--- config.mk ---
export PLATFORM = sky130hd
export DESIGN_NAME = fft_delay_commutator
export DESIGN_NICKNAME = d
export VERILOG_FILES = /design/src/rtl/fft_delay_commutator.sv
export SDC_FILE = /design/constraint.sdc
export NUM_CORES = 1
export LEC_CHECK = 0
export BUFFER_PORTS_ARGS = -buffer_cell sky130_fd_sc_hd__buf_2
export CORE_UTILIZATION = 54
export CTS_CLUSTER_SIZE = 8
export DETAILED_ROUTE_END_ITERATION = 6
export HOLD_SLACK_MARGIN = 0.12
export PLACE_DENSITY = 0.75
export SETUP_SLACK_MARGIN = 0.02
export SLEW_MARGIN = 15
export SYNTH_ARGS = -nofsm -noshare
export SYNTH_HDL_FRONTEND = slang
export SYNTH_SLANG_ARGS = --single-unit
--- constraint.sdc ---
create_clock -name clk -period 1.2 [get_ports clk]
set_input_delay 0.18 -clock clk [delete_from_list [all_inputs] [get_ports clk]]
set_output_delay 0.18 -clock clk [all_outputs]
set_load 0.05 [all_outputs]
--- src/rtl/fft_delay_commutator.sv ---
// Two-lane delay-commutator for pipelined radix-2 FFTs: delays lane b, swaps lanes in
// blocks of DEPTH pairs, then re-aligns lane a. All state advances only on accepted pairs.
module fft_delay_commutator #(
    parameter int DATA_W = 32,
    parameter int DEPTH  = 8
) (
    input  logic              clk,
    input  logic              rst,
    input  logic              in_valid,
    input  logic              frame_start,
    input  logic [DATA_W-1:0] a_in,
    input  logic [DATA_W-1:0] b_in,
    output logic              out_valid,
    output logic [DATA_W-1:0] a_out,
    output logic [DATA_W-1:0] b_out
);
    localparam int PW = $clog2(DEPTH) + 1;

    logic [PW-1:0]                phase_q, phase_d, fill_q, fill_d, p;
    logic [DEPTH-1:0][DATA_W-1:0] pre_q, pre_d, post_q, post_d;
    logic                         out_valid_q, s, full;
    logic [DATA_W-1:0]            a_out_q, b_out_q, bd, x0, x1;

    always_comb begin
        // frame_start forces this pair to phase 0; the MSB of the phase selects the swap half
        p       = frame_start ? '0 : phase_q;
        s       = p[PW-1];
        phase_d = p + PW'(1);
        full    = (fill_q == PW'(DEPTH));
        fill_d  = full ? fill_q : fill_q + PW'(1);
        bd      = pre_q[DEPTH-1];
        x0      = s ? bd   : a_in;
        x1      = s ? a_in : bd;
        pre_d   = pre_q;
        post_d  = post_q;
        pre_d[0]  = b_in;
        post_d[0] = x0;
        for (int i = 1; i < DEPTH; i++) begin
            pre_d[i]  = pre_q[i-1];
            post_d[i] = post_q[i-1];
        end
    end

    always_ff @(posedge clk) begin
        if (rst) begin
            phase_q     <= '0;
            fill_q      <= '0;
            pre_q       <= '0;
            post_q      <= '0;
            out_valid_q <= 1'b0;
            a_out_q     <= '0;
            b_out_q     <= '0;
        end else if (in_valid) begin
            phase_q     <= phase_d;
            fill_q      <= fill_d;
            pre_q       <= pre_d;
            post_q      <= post_d;
            out_valid_q <= full;
            a_out_q     <= post_q[DEPTH-1];
            b_out_q     <= x1;
        end else begin
            out_valid_q <= 1'b0;
        end
    end

    assign out_valid = out_valid_q;
    assign a_out     = a_out_q;
    assign b_out     = b_out_q;
endmodule

==> impl_metrics.yaml <==
sta:
  rsz0062_at_grt: "yes"
  hold_ws_ns: -0.08005
  slew_headroom: 0.5220
  skew_ns: 0.02438
  setup_viol_count_final: 134
  worstMarginPinSlew_ns: 0.7170
  final_hold_viol_count: 6
  period_share: 1.234
  maxSlewViolCount: 0
  fmax_mhz: 675.2
  period_needed_ns: 1.481
  timing.final.ws_setup_ns: -0.2811
clock_network:
  cts_root_buffer: "clkbuf_16"
  clkSinkCount: 585
  cts_buffers: 83
  cts_tree: "built"
  clockBufferDepth: 3
  cts_max_level: 3
  path_clk_slew_ns: 0.05
  clock_latency_ns: 0.59
floorplan:
  io_pins: 133
  core_um2: 38830
  die_w_um: 200.7
  die-area_um2: 40260
  die_y_um: 200.7
  initial_utilization: 0.5489
  placementRows: 72
grt:
  grt_max_degree: 68
  grt_overflow: 0
  grt_pass1_wl_mm: 75.11
  antenna_found_initial: 5
  grt_pass1_vias: 14930
  grt_usage: 0.2251
outcome:
  status: "complete, but fails checks"
  violations: "negative hold slack, negative setup slack"
synth:
  synth_fp_nets: 2054
  synth_warnings: 0
  syn_area_um2: 21310
  ys_types: 31
  postSynthAreaPerCell_um2: 10.75
  synthCells: 1983
  ys_ff_latch: 585
  yosysSeqAreaShare: 0.5495
setup_path:
  reg2reg_depth: 5
  required_ns: 1.65
  critPathArrivalTime_ns: 1.93
  worst_setup_path_start_kind: "flop"
  endpoint_kind: "flop"
  path_max_fanout: 12
  critPathKind: "reg -> reg"
power:
  swShare: 0.2233
  cellLeakagePower_nw: 12.18
  power.density_nw_per_um2: 1570
  ir_drop_uv: 1182
  combPwrFrac: 0.070
  p_int_mw: 33.56
  power.switching_mw: 9.649
  pwr-share-clk: 0.465
  seqPwrFrac: 0.465
detailed_routing:
  final_antenna_net_count: 0
  wl_mm: 47.31
  wl_per_cell_um: 16.69
  vias: 14950
  drt_first_pass_iters: 5
  dr.first_iter.drc_count: 720
  vias_per_cell: 5.273
  drc: 0
place:
  place_area_um2: 22830
  globalplace.congestion: 0.8489
  place_hpwl_mm: 24.82
  dp_slack_ns: -0.1103
  port_buffers: 132
finish:
  area_growth_pct: 29.14
  fin_nets: 2377
  final_area_um2: 27520
  drive_gt1_frac: 0.2153
worst_hold_path:
  min_path_cells: 2
  hold_path.class: "in -> reg"
flow_run:
  cap_viol_max_count: 0
## per-stage QoR
step	power [mW]	std cells	hold WS, ns	setup TNS, ns	utilization
2_1_floorplan	22.11	1983	0.3272	0	-
3_3_place_gp	22.72	2576	0.4138	-0.04730	0.5879
3_5_place_dp	22.78	2576	0.4236	-3.122	0.5879
4_1_cts	43.39	2845	-0.1047	-13.87	0.7069
5_1_grt	44.64	2835	-0.08920	-16.60	0.7088
6_report	43.20	2835	-0.08005	-12.22	0.7088
## path summary, 6_finish.rpt
| kind | start | slack [ns] | end |
|---|---|---|---|
| min reg2reg | post_d[156] | 0.48 | post_d[188] |
| min | rst | -0.08 | out_valid |
| max | phase_q[3] | -0.28 | b_out[18] |
| max reg2reg | phase_q[3] | -0.28 | b_out[18] |
## routing by layer
metal | global-route usage | wire length [um]
met2 | 0.3677 | 21790
met3 | 0.04302 | 2143
met1 | 0.2824 | 21270
met4 | 0.1194 | 2090
met5 | 0 | 13
## cell usage in the layout (no fill, tap or decap), types with 5 or more instances in the layout
master and instances:
mux2i_2 21, a211oi_1 51, dfxtp_1 496, buf_12 37, dlygate4sd3_1 106, nor2_1 581
inv_6 5, clkbuf_16 84, a211oi_2 14, mux2i_1 553, buf_8 61, buf_4 98
dfxtp_2 85, buf_6 8, buf_2 65, dlymetal6s4s_1 8
## cell type report
cell class / count / area, um2
inverters: 2 / 10.01
diodes: 4 / 10.01
clock inverters: 7 / 68.82
repair buffers: 383 / 3969
well taps: 518 / 648.1
multi-input cells: 1251 / 8877
flip-flops and latches: 585 / 11830
fillers: 2572 / 11310
clock buffers: 85 / 2106
## Yosys cell counts
library cell | count | area (um2)
dfxtp_1 | 585 | 11710
nor2_1 | 581 | 2181
mux2i_1 | 577 | 5776
a211oi_1 | 65 | 488.0
clkbuf_1 | 63 | 236.5
buf_4 | 36 | 270.3
buf_6 | 20 | 225.2
buf_2 | 13 | 65.06
buf_1 | 7 | 26.28
buf_12 | 6 | 120.1
ha_1 | 3 | 37.54
nand2_1 | 3 | 11.26
nand2b_1 | 3 | 18.77
inv_1 | 2 | 7.510
nand3_1 | 2 | 10.01
nor2b_1 | 2 | 12.51
a21oi_1 | 1 | 5.000
a31oi_1 | 1 | 6.260
a32oi_1 | 1 | 8.760
and2_1 | 1 | 6.260
nand3b_1 | 1 | 7.510
nand4_1 | 1 | 6.260
nand4b_1 | 1 | 8.760
nor2b_4 | 1 | 13.76
nor3b_1 | 1 | 7.510
o21ai_0 | 1 | 5.000
o21ai_1 | 1 | 5.000
o31ai_1 | 1 | 7.510
or3b_1 | 1 | 8.760
or4b_1 | 1 | 10.01
xor2_1 | 1 | 8.760
## state kept, by name, indices dropped and copies added (netlist names)
signal and cells:
fill_q 4, out_valid 1, a_out 32, post_d 224, phase_q 4, bd 32
b_out 32, pre_d 224, post_q 32
## what timing repair did
action / CTS / global route
cloned: 0 / 0
setup endpoints to repair: 131 / 276
hold buffers: 150 / 2
resized for setup: 262 / 79
endpoints found under the hold margin: 198 / 22
pin swaps: 2 / 10
buffers inserted: 27 / 23
## worst max-delay path, cell delays in order (launching register included)
cell      delay [ns]
dfxtp_2         0.34
nor2b_4         0.17
buf_12          0.18
buf_4           0.17
mux2i_1         0.32
a211oi_1        0.14
## power groups by stage
stage | registers, mW | logic (mW) | clock network (mW)
final | 20.1 | 3.00 | 20.1
after CTS | 20.1 | 2.86 | 20.5
after floorplan | 20.5 | 1.58 | 0
after detailed placement | 20.4 | 2.36 | 0
after global routing | 20.1 | 3.19 | 21.4
after global placement | 20.4 | 2.31 | 0
## cells by family after synthesis
kind of cell,share of synthesized area
multiplexers,0.2710
XOR/XNOR,0.0004110
AO/OA/AOI/OAI,0.02466
buffers and inverters,0.04462
AND/OR/NAND/NOR,0.1080
flip-flops,0.5495
adder cells (fa/ha/maj),0.001761
(Power assumes the default switching activity.)
